$ cat src/rtl/orion_mem_pkg.sv
// orion_mem_pkg: shared types and constants for the Orion-PRO main-RAM arbiter.
//   state_t   : sequencer states (idle / access / done)
//   grant_t   : which requester owns the current RAM access
//   ACC_CNT_W : width of the access-cycle and video-burst counters
package orion_mem_pkg;

  localparam int ACC_CNT_W = 4;

  typedef enum logic [1:0] {
    ST_IDLE,
    ST_ACCESS,
    ST_DONE
  } state_t;

  typedef enum logic [1:0] {
    GNT_NONE,
    GNT_VID,
    GNT_CPU,
    GNT_LDR
  } grant_t;

endpackage

$ cat src/rtl/orion_mem_pick.sv
// orion_mem_pick: combinational grant selector for the main-RAM arbiter.
//   vid_req_i    : video request (highest priority)
//   cpu_req_i    : CPU request
//   ldr_req_i    : loader/debug request
//   rr_ldr_i     : 1 = loader wins a CPU/loader tie, 0 = CPU wins
//   burst_full_i : video has used up its consecutive-grant allowance
//   gnt_o        : selected requester, GNT_NONE when nobody asks
module orion_mem_pick
  import orion_mem_pkg::*;
(
  input  logic   vid_req_i,
  input  logic   cpu_req_i,
  input  logic   ldr_req_i,
  input  logic   rr_ldr_i,
  input  logic   burst_full_i,
  output grant_t gnt_o
);

  logic other_req;
  assign other_req = cpu_req_i | ldr_req_i;

  always_comb begin
    gnt_o = GNT_NONE;
    // Video only yields once its burst allowance is spent and someone else waits.
    if (vid_req_i && !(burst_full_i && other_req)) gnt_o = GNT_VID;
    else if (cpu_req_i && ldr_req_i)               gnt_o = rr_ldr_i ? GNT_LDR : GNT_CPU;
    else if (cpu_req_i)                            gnt_o = GNT_CPU;
    else if (ldr_req_i)                            gnt_o = GNT_LDR;
  end

endmodule

$ cat src/rtl/orion_mem_arbiter.sv
// orion_mem_arbiter: arbiter and access sequencer for the single 8-bit main RAM.
// Serves video (read-only, priority), Z80 CPU and loader; one fixed-length
// access at a time: IDLE (arbitrate) -> ACCESS (ACCESS_CYCLES) -> DONE (ack).
//   i_clk / i_reset_n      : clock, synchronous active-low reset
//   i_vid_* / o_vid_*      : video read port (req level, ack pulse + rdata)
//   i_cpu_* / o_cpu_*      : CPU port, o_cpu_wait drives Z80 WAIT
//   i_ldr_* / o_ldr_*      : loader/debug port
//   o_mem_* / i_mem_rdata  : RAM strobes, address, write data, read data
module orion_mem_arbiter
  import orion_mem_pkg::*;
#(
  parameter int ADDR_W        = 20,
  parameter int ACCESS_CYCLES = 2,
  parameter int MAX_VID_BURST = 4
) (
  input  logic              i_clk,
  input  logic              i_reset_n,
  input  logic              i_vid_req,
  input  logic [ADDR_W-1:0] i_vid_addr,
  output logic              o_vid_ack,
  output logic [7:0]        o_vid_rdata,
  input  logic              i_cpu_req,
  input  logic              i_cpu_we,
  input  logic [ADDR_W-1:0] i_cpu_addr,
  input  logic [7:0]        i_cpu_wdata,
  output logic              o_cpu_ack,
  output logic [7:0]        o_cpu_rdata,
  output logic              o_cpu_wait,
  input  logic              i_ldr_req,
  input  logic              i_ldr_we,
  input  logic [ADDR_W-1:0] i_ldr_addr,
  input  logic [7:0]        i_ldr_wdata,
  output logic              o_ldr_ack,
  output logic [7:0]        o_ldr_rdata,
  output logic              o_mem_cs,
  output logic              o_mem_we,
  output logic [ADDR_W-1:0] o_mem_addr,
  output logic [7:0]        o_mem_wdata,
  input  logic [7:0]        i_mem_rdata
);

  localparam logic [ACC_CNT_W-1:0] ACC_LAST  = ACC_CNT_W'(ACCESS_CYCLES - 1);
  localparam logic [ACC_CNT_W-1:0] BURST_MAX = ACC_CNT_W'(MAX_VID_BURST);

  state_t               state_q;
  grant_t               gnt_q;
  logic                 rr_ldr_q;
  logic [ACC_CNT_W-1:0] acc_cnt_q;
  logic [ACC_CNT_W-1:0] burst_q, burst_d;
  logic                 mem_cs_q, mem_we_q;
  logic [ADDR_W-1:0]    mem_addr_q;
  logic [7:0]           mem_wdata_q;
  logic                 vid_ack_q, cpu_ack_q, ldr_ack_q;
  logic [7:0]           vid_rdata_q, cpu_rdata_q, ldr_rdata_q;

  grant_t               pick_gnt;
  logic                 other_req;
  logic                 burst_full;
  logic                 sel_we;
  logic [ADDR_W-1:0]    sel_addr;
  logic [7:0]           sel_wdata;

  assign other_req  = i_cpu_req | i_ldr_req;
  assign burst_full = (burst_q == BURST_MAX);

  orion_mem_pick u_pick (
    .vid_req_i    (i_vid_req),
    .cpu_req_i    (i_cpu_req),
    .ldr_req_i    (i_ldr_req),
    .rr_ldr_i     (rr_ldr_q),
    .burst_full_i (burst_full),
    .gnt_o        (pick_gnt)
  );

  // Request mux and next burst count for the candidate grant.
  always_comb begin
    sel_we    = 1'b0;
    sel_addr  = mem_addr_q;
    sel_wdata = mem_wdata_q;
    burst_d   = burst_q;
    case (pick_gnt)
      GNT_VID: begin
        sel_addr = i_vid_addr;
        // Only video grants that make someone else wait count toward the burst.
        if (!other_req)       burst_d = '0;
        else if (!burst_full) burst_d = burst_q + 1'b1;
      end
      GNT_CPU: begin
        sel_we    = i_cpu_we;
        sel_addr  = i_cpu_addr;
        sel_wdata = i_cpu_wdata;
        burst_d   = '0;
      end
      GNT_LDR: begin
        sel_we    = i_ldr_we;
        sel_addr  = i_ldr_addr;
        sel_wdata = i_ldr_wdata;
        burst_d   = '0;
      end
      default: ;
    endcase
  end

  always_ff @(posedge i_clk) begin
    if (!i_reset_n) begin
      state_q     <= ST_IDLE;
      gnt_q       <= GNT_NONE;
      rr_ldr_q    <= 1'b0;
      acc_cnt_q   <= '0;
      burst_q     <= '0;
      mem_cs_q    <= 1'b0;
      mem_we_q    <= 1'b0;
      mem_addr_q  <= '0;
      mem_wdata_q <= '0;
      vid_ack_q   <= 1'b0;
      cpu_ack_q   <= 1'b0;
      ldr_ack_q   <= 1'b0;
      vid_rdata_q <= '0;
      cpu_rdata_q <= '0;
      ldr_rdata_q <= '0;
    end else begin
      vid_ack_q <= 1'b0;
      cpu_ack_q <= 1'b0;
      ldr_ack_q <= 1'b0;
      case (state_q)
        ST_IDLE: begin
          if (pick_gnt != GNT_NONE) begin
            gnt_q       <= pick_gnt;
            mem_cs_q    <= 1'b1;
            mem_we_q    <= sel_we;
            mem_addr_q  <= sel_addr;
            mem_wdata_q <= sel_wdata;
            acc_cnt_q   <= '0;
            burst_q     <= burst_d;
            // Video grants leave the CPU/loader round-robin untouched.
            if (pick_gnt == GNT_CPU) rr_ldr_q <= 1'b1;
            if (pick_gnt == GNT_LDR) rr_ldr_q <= 1'b0;
            state_q     <= ST_ACCESS;
          end
        end
        ST_ACCESS: begin
          if (acc_cnt_q == ACC_LAST) begin
            mem_cs_q <= 1'b0;
            mem_we_q <= 1'b0;
            // Read data is captured even for writes' owners only on reads.
            case (gnt_q)
              GNT_VID: begin
                vid_ack_q   <= 1'b1;
                vid_rdata_q <= i_mem_rdata;
              end
              GNT_CPU: begin
                cpu_ack_q <= 1'b1;
                if (!mem_we_q) cpu_rdata_q <= i_mem_rdata;
              end
              GNT_LDR: begin
                ldr_ack_q <= 1'b1;
                if (!mem_we_q) ldr_rdata_q <= i_mem_rdata;
              end
              default: ;
            endcase
            state_q <= ST_DONE;
          end else begin
            acc_cnt_q <= acc_cnt_q + 1'b1;
          end
        end
        ST_DONE: state_q <= ST_IDLE;
        default: state_q <= ST_IDLE;
      endcase
    end
  end

  assign o_vid_ack   = vid_ack_q;
  assign o_vid_rdata = vid_rdata_q;
  assign o_cpu_ack   = cpu_ack_q;
  assign o_cpu_rdata = cpu_rdata_q;
  assign o_cpu_wait  = i_cpu_req & ~cpu_ack_q;
  assign o_ldr_ack   = ldr_ack_q;
  assign o_ldr_rdata = ldr_rdata_q;
  assign o_mem_cs    = mem_cs_q;
  assign o_mem_we    = mem_we_q;
  assign o_mem_addr  = mem_addr_q;
  assign o_mem_wdata = mem_wdata_q;

endmodule

$ cat config.mk
export PLATFORM = sky130hd
export DESIGN_NAME = orion_mem_arbiter
export DESIGN_NICKNAME = d
export VERILOG_FILES = /design/src/rtl/orion_mem_pkg.sv /design/src/rtl/orion_mem_pick.sv /design/src/rtl/orion_mem_arbiter.sv
export SDC_FILE = /design/constraint.sdc
export NUM_CORES = 1
export LEC_CHECK = 0
export ABC_AREA = 1
export ABC_CLOCK_PERIOD_IN_PS = 3800
export BUFFER_PORTS_ARGS = -buffer_cell sky130_fd_sc_hd__buf_2
export CORE_MARGIN = 10
export CORE_UTILIZATION = 30
export CTS_CLUSTER_DIAMETER = 200
export CTS_CLUSTER_SIZE = 40
export DETAILED_ROUTE_END_ITERATION = 6
export PLACE_DENSITY = 0.62
export SKIP_LAST_GASP = 1
export SYNTH_ARGS = -nofsm -noshare
export SYNTH_HDL_FRONTEND = slang
export SYNTH_SLANG_ARGS = --single-unit
$ cat constraint.sdc
create_clock -name i_clk -period 3.8 [get_ports i_clk]
set_clock_uncertainty 0.05 [all_clocks]
set_input_delay 0.19 -clock i_clk [delete_from_list [all_inputs] [get_ports i_clk]]
set_output_delay 0.19 -clock i_clk [all_outputs]
set_load 0.02 [all_outputs]
### Word-level counts from Yosys, hierarchy flattened

Index checks and enable logic that the tools add are counted.

| cells by class | value |
|---|---|
| add/sub/neg operators | 2 |
| equality and inequality tests | 13 |
| bitwise operators | 4 |
| multiplexer cells | 27 |
| reduce and logical (&&, ||, !) cells | 22 |

Operators by type and width:

| operator | number |
|---|---|
| one-hot mux 20 bit (3 select lines) | 1 |
| AND reduction 3 bit | 6 |
| 2-to-1 mux 4 bit | 4 |
| one-hot mux 4 bit (2 select lines) | 2 |
| one-hot mux 8 bit (2 select lines) | 1 |
| 2-to-1 mux 2 bit | 6 |
| AND reduction 4 bit | 3 |
| 2-to-1 mux 1 bit | 9 |
| adder 4 x 1 -> 4 bit, second input constant | 2 |
| == test 2 bit, second input constant | 4 |
| nonzero test 2 bit | 4 |
| == test 2 x 1 -> 1 bit, second input constant | 3 |
| != test 2 bit, second input constant | 3 |
| one-hot mux 1 bit (2 select lines) | 3 |
| == test 4 x 1 -> 1 bit, second input constant | 1 |
| == test 4 x 3 -> 1 bit, second input constant | 1 |
| one-hot mux 2 bit (2 select lines) | 1 |
| AND reduction 2 bit | 2 |
| logical AND 1 bit | 3 |
| != test 3 bit, second input constant | 1 |
| nonzero test 3 bit | 1 |
| zero test 2 bit | 1 |
| inverter 1 bit | 2 |
| OR reduction 2 bit | 1 |
| other kinds (3) | 3 |

| storage, ports and cells | value |
|---|---|
| output and inout bits | 58 |
| input bits | 91 |
| register bits | 70 |

### Logic depth before layout (Yosys ltp)

Gate-level depths: netlist (run 1).

| depth | value |
|---|---|
| depth in word-level cells | 9 |
| mapped depth | 11 |

### Modules after synthesis

Synthesis (run 1) repeated with hierarchy kept, for this count alone.

| unflattened totals | value |
|---|---|
| cells, all modules | 447 |
| area, all modules | 3121.7 um2 |

Modules (own cells, without submodules):

| module | seq. area each (um2) | cells each | instances | area each (um2) |
|---|---|---|---|---|
| orion_mem_arbiter | 1401.3 | 439 | 1 | 3088.0 |
| orion_mem_pick | 0.0 | 8 | 1 | 33.8 |

### Least setup slack after synthesis (run 1)

Ideal clock, no wire load.

| timing path | value |
|---|---|
| kind | register -> register |
| start point | reg burst_q[0] |
| end point | reg mem_addr_q[13] (netlist: o_mem_addr[13]) |
| data arrival time | 1.351 ns |
| data required time | 3.686 ns |
| cell stages (with the launch flop) | 11 |
| path slack | 2.335 ns |
| cells stage by stage | dfxtp_1 -> inv_1 -> ha_1 -> nand2_2 -> nor2_4 -> o21ai_1 -> buf_2 -> nand2_1 -> nand3_1 -> nor2_1 -> nor2_1 |

| between the ends | value |
|---|---|
| cells in the longest elaborated chain, start to end | 8 |
| elaborated cells between the ends (all ways) | 12 |
| those cells by class | 4 x eq/ne; 2 x mux; 6 x reduce/logical |

Ends and longest elaborated chain:

| item | line | text |
|---|---|---|
| from (decl) | orion_mem_arbiter.sv:49 | `logic [ACC_CNT_W-1:0] burst_q, burst_d;` |
| from (signal assigned) | orion_mem_arbiter.sv:134 | `burst_q <= burst_d;` |
| == test 4 x 3 -> 1 bit * | orion_mem_arbiter.sv:64 | `assign burst_full = (burst_q == BURST_MAX);` |
| logical AND 1 bit * | orion_mem_pick.sv:25 | `if (vid_req_i && !(burst_full_i && other_req)) gnt_o = GNT_VID;` |
| zero test 1 bit * | orion_mem_pick.sv:25 |  |
| logical AND 1 bit * | orion_mem_pick.sv:25 |  |
| 2-to-1 mux 2 bit * | orion_mem_pick.sv:25 |  |
| == test 2 bit or == test 2 x 1 -> 1 bit (tied branches) | orion_mem_arbiter.sv:81 | `case (pick_gnt)` |
| nonzero test 3 bit (no line) | n/a |  |
| AND reduction 3 bit (no line) | n/a |  |
| to (signal assigned) | orion_mem_arbiter.sv:131 | `mem_addr_q <= sel_addr;` |
| to (decl) | orion_mem_arbiter.sv:51 | `logic [ADDR_W-1:0] mem_addr_q;` |

Mark *: on every way between the ends. The rest lies on a longest branch, timed or not.
A chain may end at the register's enable or synchronous reset.

### Worst setup path after layout (run 1)

| timing path | value |
|---|---|
| start point | reg burst_q[0] |
| end point | reg mem_addr_q[12] (netlist: o_mem_addr[12]) |

The elaborated chain is that of the path after synthesis.

==> results of run 1 <==
==> metal layers <==
layer | vias to the layer above | share of wire, % | GRT usage, % | routed length (µm)
met5 | - | 0 | 0 | 0
met4 | 0 | 1.5 | 3.82 | 160
met3 | 17 | 7.4 | 4.71 | 773
met2 | 106 | 48 | 20.6 | 4970
met1 | 1608 | 43 | 15.0 | 4510
li1 | 1863 | - | - | -
==> stage by stage <==
| stage | cells | util, % | hold slack, ps | worst slack, ps | cell area (µm²) |
|---|---|---|---|---|---|
| 5_1_grt | 784 | 41.0 | 105 | 1400 | 4500 |
| 3_3_place_gp | 768 | 38.2 | 401 | 1760 | 4200 |
| 6_report | 784 | 41.0 | 98.3 | 1660 | 4500 |
| 3_5_place_dp | 768 | 38.2 | 404 | 1670 | 4200 |
| 4_1_cts | 784 | 41.0 | 93.8 | 1640 | 4500 |
| 2_1_floorplan | 501 | - | 304 | 2330 | 3400 |
==> flip-flops by register name (all words and copies together), names as in the netlist <==
name	flops
acc_cnt_q	4
burst_q	4
gnt_q	2
o_cpu_ack	1
o_cpu_rdata	8
o_ldr_ack	1
o_ldr_rdata	8
o_mem_addr	20
o_mem_cs	1
o_mem_wdata	8
o_mem_we	1
o_vid_ack	1
o_vid_rdata	8
rr_ldr_q	1
state_q	2
==> worst max-delay path, stage by stage, from the launching register on <==
cell,delay (ps)
dfxtp_1,340
inv_1,90
ha_1,160
nand2_2,70
nor2_4,110
nand2_2,70
nand2_4,250
nand3_2,550
nor2_2,240
nor2_1,60
nor2_1,80
==> placed cells by master, fill, tap and decap left out, drive strengths merged <==
master and instances:
nand3 62, nor2 85, buf 149, o21ai 35, a21oi 40, bufinv 1, dfxtp 70, nor3 4
nand2 107, nand4 5, nor4 1, xor2 2, ha 4, clkbuf 9, clkinv 4, inv 63
clkinvlp 3
==> final timing paths <==
check	start	endpoint	cells past startpoint
setup reg to reg	burst_q[0]	o_mem_addr[12]	10
setup / recovery	burst_q[0]	o_mem_addr[12]	10
hold / removal	i_mem_rdata[1]	o_ldr_rdata[1]	3
hold reg to reg	o_vid_rdata[6]	o_vid_rdata[6]	2
==> power by group <==
part / internal [µW] / switching [µW]
Sequential: 782 / 28.6
Combinational: 128 / 240
Clock: 509 / 328
==> cell type report <==
| cell class | count | area, µm² |
|---|---|---|
| clock buffers | 9 | 225 |
| clock inverters | 7 | 75.1 |
| fillers | 1148 | 6480 |
| inverters | 64 | 240 |
| multi-input cells | 345 | 1630 |
| flip-flops and latches | 70 | 1400 |
| well taps | 140 | 175 |
| repair buffers | 149 | 748 |
==> kinds of logic (layout without fill, tap and decap cells) <==
group / Yosys count / count (layout) / share of synthesized area [%]
simple gates: 264 / 264 / 34.9
xor+xnor: 2 / 2 / 0.515
compound gates: 75 / 75 / 11.1
fa+ha+maj: 4 / 4 / 1.47
buf+inv: 86 / 229 / 10.8
flops: 70 / 70 / 41.2
==> results.ini, run 1 <==
[global_routing]
antenna_found_initial = 0
grt_use_total_pct = 12.6
grt-ovfl-total = 0
grt_max_degree = 46
grt_pass1_wl_um = 17200
grt_pass1_vias = 3615

[floorplan]
core_area_mm2 = 0.0110
initial_core_util_pct = 31.0
rows = 38
io_pins = 149
die_h_um = 126
fp.dieW_um = 126
die_area_mm2 = 0.0160

[clocking]
clock_sinks = 70
post-cts-setup-buffers = 0
worstSkewPairLatency_ps = 330
clockRootBuffer = clkbuf_16
post_cts_resized = 0
cts_tree = done
cts_max_path_buffers = 2
htreeDepth = 3
cts_made_buffers = 9
clk_pin_slew_ps = 60
hold_buffers = 0

[power_and_ir_drop]
pwr_density_cell_mw_per_mm2 = 448
finalPower_uw = 2010
leakagePower_uw = 0.00230
ir_worst_vdd_uv = 193

[sta]
final.setup.tns_ps = 0
rsz0062_at_grt = false
final-setup-viol-count = 0
post-route-period-util_pct = 56.4
max_freq_mhz = 467
min_period_ps = 2140
finalHoldViolCount = 0
drv_slew = 0
worstMarginPinSlew_ps = 878
relSlewSlack_pct = 41.4

[synth]
synth-seq-area-share_pct = 41.2
yosys.area.top_type = dfxtp_1
synth.avg_cell_area_um2 = 6.79
synthArstFlopShare_pct = 0
yosysUniqueCellTypes = 25
synth_most_common_cell = nand2_1
ys_top_cells_by_area = dfxtp_1 (41%), nand2_1 (11%), nand3_1 (9.0%)
synth_top_area_share_pct = 41.2
synth_edf_count = 0
synthFlopType = dfxtp_1
synthCells = 501
synth_warnings = 0
ys_top_cells_by_count = nand2_1 (100), dfxtp_1 (70), inv_1 (61), nand3_1 (61), nor2_1 (61)
ys_seq_elements = 70
synth_area_mm2 = 0.00340
synth_fp_nets = 596

[critical_path]
critical_path_class = register to register
worstPathArrival_ps = 2360
cp-end-kind = register
regToRegSetupSlack_ps = 1660
cp-start-kind = register
critPathMaxFanout = 27
cp.required_ps = 4010

[placed_design]
gp_congestion = 0.856
portBuffers = 148
dp_hpwl_um = 8010

[routing]
dr.pass1.iters = 4
routed_wl_um = 10400
antenna_left = 0
drc_errors = 0
vias_per_cell = 4.58
num_vias = 3594
drt_iter0_drc = 189
wl_per_cell_um = 13.3

[run_status]
status = completed

[worst_hold_path]
hold_class = input pin to register

[cells_and_area]
diodes = 0
nets = 734
drive_gt1_share_pct = 31.1
area_growth_pct = 32.2

[run]
max-cap-violations = 0

Power figures use the tool's default switching activity.
==> inputs of run 2 (changes only) <==
ABC_CLOCK_PERIOD_IN_PS = 1900   (was 3800)
PLACE_DENSITY = 0.64   (was 0.62)
clock period = 1.9 ns   (was 3.8 ns; I/O delays follow)
==> run 2 against run 1 <==
Compared with the run above: sequential power grew 100%; combinational power increased by 110%; largest power group unchanged; cell count is 1.3% higher; flip-flop and latch count unchanged; clock power rose by 100%; critical path depth down 4.
==> results.ini, run 2 (synthesized netlist as in run 1, its figures left out) <==
[routing]
routed_wl_um = 10500
wl_per_cell_um = 13.2
vias_per_cell = 4.55
drt_iter0_drc = 130
antenna_left = 0
drc_errors = 0
dr.pass1.iters = 4
num_vias = 3615

[placed_design]
dp_hpwl_um = 8180
gp_congestion = 0.797
portBuffers = 148

[critical_path]
critPathBufInv = 1
reg2reg_from = rr_ldr_q
critPathMaxFanout = 22
cp_slowest_cell = inv_1
crit_chain = o21ai_2 -> inv_1 -> nand2_2 -> nand2_1 -> nand2_1 -> a21oi_1
cp_common_cell = nand2_1
slowest_delay_ps = 540
cp-start-kind = register
path_delay_family = buffers and inverters
rr_endpoint = o_mem_wdata[6]
cp-end-kind = register
critical_path_class = register to register
cp.required_ps = 2100
worstPathArrival_ps = 1900
regToRegSetupSlack_ps = 200
rr_worst_depth = 6

[sta]
drv_slew = 0
min_period_ps = 1700
final.setup.tns_ps = 0
relSlewSlack_pct = 52.3
worstMarginPinSlew_ps = 715
whs_ps = 14.1
max_freq_mhz = 589
finalHoldViolCount = 0
post-route-period-util_pct = 89.4
rsz0062_at_grt = false
final-setup-viol-count = 0

[global_routing]
grt_max_degree = 40
grt-ovfl-total = 0
grt_pass1_vias = 3767
antenna_found_initial = 0
use_met2_pct = 22.1
grt_use_met3_pct = 4.83
grt_use_total_pct = 12.7
grt_pass1_wl_um = 17500
top_usage_layer = met2
met1_usage_pct = 14.4

[floorplan]
die_area_mm2 = 0.0160
fp.dieW_um = 126
io_pins = 149
die_h_um = 126
rows = 38
initial_core_util_pct = 31.0
core_area_mm2 = 0.0110

[clocking]
cts_tree = done
hold_buffers = 1
htreeDepth = 3
cts_made_buffers = 9
worstSkewPairLatency_ps = 320
clockRootBuffer = clkbuf_16
clock_sinks = 70
post-cts-setup-buffers = 0
post_cts_resized = 0
cts_max_path_buffers = 2
clk_pin_slew_ps = 70

[power_and_ir_drop]
leakagePower_uw = 0.00237
p_switching_uw = 1200
p_clk_share_pct = 41.4
internal_power_uw = 2880
ir_worst_vdd_uv = 499
swShare_pct = 29.5
p_comb_share_pct = 19.0
pwr_density_cell_mw_per_mm2 = 887
p_seq_share_pct = 39.7

[cells_and_area]
diodes = 0
layout_common_cells = buf_2 (148), nand2_1 (100), dfxtp_1 (70)
drive_gt1_share_pct = 32.0
area_growth_pct = 35.4
largest_register_ffs = 20
nets = 744
layout_commonest_cell = buf_2

[worst_hold_path]
hold_class = input pin to register
whs_endpoint = o_ldr_rdata[3]
hp-start = i_mem_rdata[3]
hold_depth = 3

[run]
max-cap-violations = 0

[run_status]
status = completed

==> run 2: cell count changes in the layout (fill, tap and decap cells not counted), sizes merged <==
cell / previous run / this run
dlygate4sd3: 0 / 1
clkinvlp: 3 / 1
buf: 149 / 158
clkinv: 4 / 3
inv: 63 / 66
==> run 2: metal layers <==
| layer | up-vias | part of all wire [%] |
|---|---|---|
| met5 | - | 0 |
| met4 | 0 | 0.56 |
| met3 | 4 | 7.8 |
| met2 | 106 | 49 |
| met1 | 1623 | 43 |
| li1 | 1882 | - |
==> run 2: power by group through the flow <==
stage	combinational [µW]	sequential, µW	clock [µW]
5_1_grt	876	1630	1800
3_5_place_dp	781	1650	0
6_report	775	1620	1690
4_1_cts	783	1620	1750
3_3_place_gp	769	1650	0
2_1_floorplan	401	1740	0
==> run 2: how the worst max path moves through the flow <==
stage	depth (start not counted)	from	slack [ps]	endpoint
finish	6	rr_ldr_q	200	o_mem_wdata[6]
global route	11	burst_q[0]	50	o_mem_addr[4]
CTS	6	rr_ldr_q	210	o_mem_wdata[3]
detailed placement	6	rr_ldr_q	230	o_mem_wdata[6]
global placement	11	burst_q[0]	290	o_mem_addr[0]
floorplan	10	burst_q[0]	430	o_mem_addr[13]
==> run 2: layout make-up <==
type | instances | area (µm²)
fill | 1146 | 6380
multi-input combinational | 345 | 1630
sequential | 70 | 1400
timing repair buffer | 159 | 851
inverter | 64 | 240
clock buffer | 9 | 225
tap | 140 | 175
clock inverter | 7 | 80.1
==> run 2: worst min-delay path: stages <==
cell     delay [ps]
buf_2           110
o21ai_0          80
nor2_1           70
==> run 2: per-stage QoR <==
step                      instance area, µm²  total power [µW]  setup WS (ps)  cells  utilization, %
final                                   4610              4090            202    794            41.9
after floorplan                         3400              2140            435    501               -
after detailed placement                4290              2430            225    777            39.1
after CTS                               4610              4150            205    794            41.9
after global routing                    4610              4310           45.0    794            41.9
after global placement                  4290              2420            291    777            39.1
==> inputs of run 3 (changes only) <==
ABC_AREA = default   (was 1)
REMOVE_ABC_BUFFERS = 1   (was default)
==> run 3 against run 2 <==
Compared with the run above: flip-flop and latch count unchanged; first-iteration DRC count up 32%; maximum frequency down 9.9%; hold slack worse by 0.82 ps; area after synthesis up 0.99%; worst setup slack worse by 190 ps; total power up 6.1%; core utilization up 2.7 points; wire length up 20%; critical endpoint is now o_vid_rdata[2]; sequential share of layout area down 2.6 points; die area up 0.83%; cell count down 13%.
==> results.ini, run 3 <==
[run_status]
status = completed

[sta]
whs_ps = 13.3
finalHoldViolCount = 0
post-route-period-util_pct = 99.3
rsz0062_at_grt = true
relSlewSlack_pct = 53.6
final.setup.tns_ps = 0
worstMarginPinSlew_ps = 696
min_period_ps = 1890
max_freq_mhz = 530
drv_slew = 0
final-setup-viol-count = 0

[cells_and_area]
layout_common_cells = buf_2 (148), dfxtp_1 (68), nor2_1 (42)
drive_gt1_share_pct = 40.3
post-route-util_pct = 44.6
layout_commonest_cell = buf_2
area_growth_pct = 46.9
largest_register_ffs = 20
fillers = 1075
nets = 638

[critical_path]
cp.required_ps = 2050
critPathMaxFanout = 8
reg2reg_from = acc_cnt_q[1]
rr_endpoint = o_vid_rdata[2]
worstPathArrival_ps = 2030
regToRegSetupSlack_ps = 10
worstSetupStartpoint = acc_cnt_q[1]
rr_worst_depth = 6
crit_chain = inv_2 -> ha_4 -> or3b_4 -> or4_4 -> mux2i_1 -> nor2_1
cp_slowest_cell = or4_4
cp-end-kind = register
crit_end = o_vid_rdata[2]
slowest_delay_ps = 540
critical_path_class = register to register
cp-start-kind = register

[routing]
drc_errors = 0
dr.pass1.iters = 4
num_vias = 3570
drt_iter0_drc = 171
antenna_left = 0
vias_per_cell = 5.16
routed_wl_um = 12500
wl_per_cell_um = 18.1

[synth]
synth_most_common_cell = dfxtp_1
yosysUniqueCellTypes = 52
ys_top_cells_by_count = dfxtp_1 (70), nor2_1 (42), mux2i_1 (27)
ys_seq_elements = 70
synth.avg_cell_area_um2 = 9.34
synth_warnings = 0
synthArstFlopShare_pct = 0
synth_edf_count = 0
synth_area_mm2 = 0.00344
yosys.area.top_type = dfxtp_1
synthFlopType = dfxtp_1
ys_top_cells_by_area = dfxtp_1 (41%), mux2i_1 (7.9%), o2111ai_1 (4.8%)
synth-seq-area-share_pct = 40.8
synthCells = 368
synth_top_area_share_pct = 40.8

[power_and_ir_drop]
leakagePower_uw = 0.00233
pwr_density_cell_mw_per_mm2 = 859
p_clk_share_pct = 42.7
p_comb_share_pct = 19.8
ir_worst_vdd_uv = 530
internal_power_uw = 3100
p_seq_share_pct = 37.4
p_switching_uw = 1240
swShare_pct = 28.5
finalPower_uw = 4340

[global_routing]
grt_max_degree = 57
grt-ovfl-total = 0
grt_pass1_wl_um = 19600
top_usage_layer = met2
grt_use_total_pct = 14.7
use_met2_pct = 24.4
grt_use_met3_pct = 6.78
antenna_found_initial = 1
grt_pass1_vias = 3856
met1_usage_pct = 16.6

[floorplan]
io_pins = 149
die_h_um = 127
initial_core_util_pct = 30.3
rows = 39
die_area_mm2 = 0.0161
core_area_mm2 = 0.0113
fp.dieW_um = 127

[placed_design]
gp_congestion = 0.782
dp_hpwl_um = 8770
portBuffers = 148

[clocking]
clockRootBuffer = clkbuf_16
cts_made_buffers = 9
clk_pin_slew_ps = 60
cts_tree = done
worstSkewPairLatency_ps = 330
htreeDepth = 3
clock_sinks = 70
cts_max_path_buffers = 2

[worst_hold_path]
hp-start = i_vid_addr[11]
hold_class = input pin to register

[run]
max-cap-violations = 0

==> run 3: cells by family (layout without fill, tap and decap cells) <==
kind of cell,after synthesis,count (layout),share of synthesized area (%)
AOI/OAI and AO/OA,124,124,29.3
xor gates and xnor gates,4,4,1.02
adders and majority gates,4,4,1.46
buffers and inverters,56,235,6.96
DFF,70,70,40.8
muxes,27,27,7.87
other,0,1,0
and+or+nand+nor,83,84,12.6
==> run 3: power by group through the flow <==
stage               registers [µW]  logic [µW]  clock network [µW]
detailed placement            1650         806                   0
finish                        1620         861                1850
floorplan                     1740         336                   0
global placement              1650         791                   0
global route                  1630         943                1980
CTS                           1620         839                1910
==> run 3: layout make-up <==
cell class	instances	area, µm²	area share, %
clock inverter	7	104	2.06
inverter	26	97.6	1.93
tap	143	179	3.54
timing repair buffer	193	1190	23.6
sequential	70	1400	27.8
clock buffer	9	225	4.46
antenna	1	2.50	0.0496
multi-input combinational	243	1840	36.5
==> run 3: through the flow <==
step / cell area, µm² / worst slack, ps / cells
after floorplan: 3290 / -231 / 338
after global placement: 4450 / -2.39 / 654
after detailed placement: 4450 / -61.5 / 654
after CTS: 5000 / -45.0 / 689
after global routing: 5040 / -61.1 / 691
final: 5050 / 14.2 / 692
==> run 3: critical path, delay by kind of cell (launching register included) <==
| kind | cells | cell delay [ps] |
|---|---|---|
| simple gates | 3 | 980 |
| flops | 1 | 320 |
| mux | 1 | 220 |
| buf+inv | 1 | 60 |
| fa+ha+maj | 1 | 120 |
==> run 3: worst min path at each step <==
stage,slack (ps),cells past startpoint,endpoint
floorplan,160,1,rr_ldr_q
global placement,300,3,o_mem_addr[19]
detailed placement,310,3,o_mem_addr[19]
CTS,3,3,o_mem_addr[11]
global route,20,3,o_mem_addr[18]
finish,10,3,o_mem_addr[11]
==> run 3: timing repair <==
item                                   in CTS  in global routing
setup buffers                               0                  2
endpoints found under the hold margin      27                  0
gates resized for setup                     9                  6
pin swaps                                   1                  4
hold buffers                               19                  0
gates cloned                                0                  2
setup endpoints to repair                  17                 42
==> run 3: metal layers <==
| layer | wire (µm) | share of wire (%) |
|---|---|---|
| met5 | 0 | 0 |
| met4 | 141 | 1.1 |
| met3 | 1290 | 10 |
| met2 | 5690 | 45 |
| met1 | 5410 | 43 |
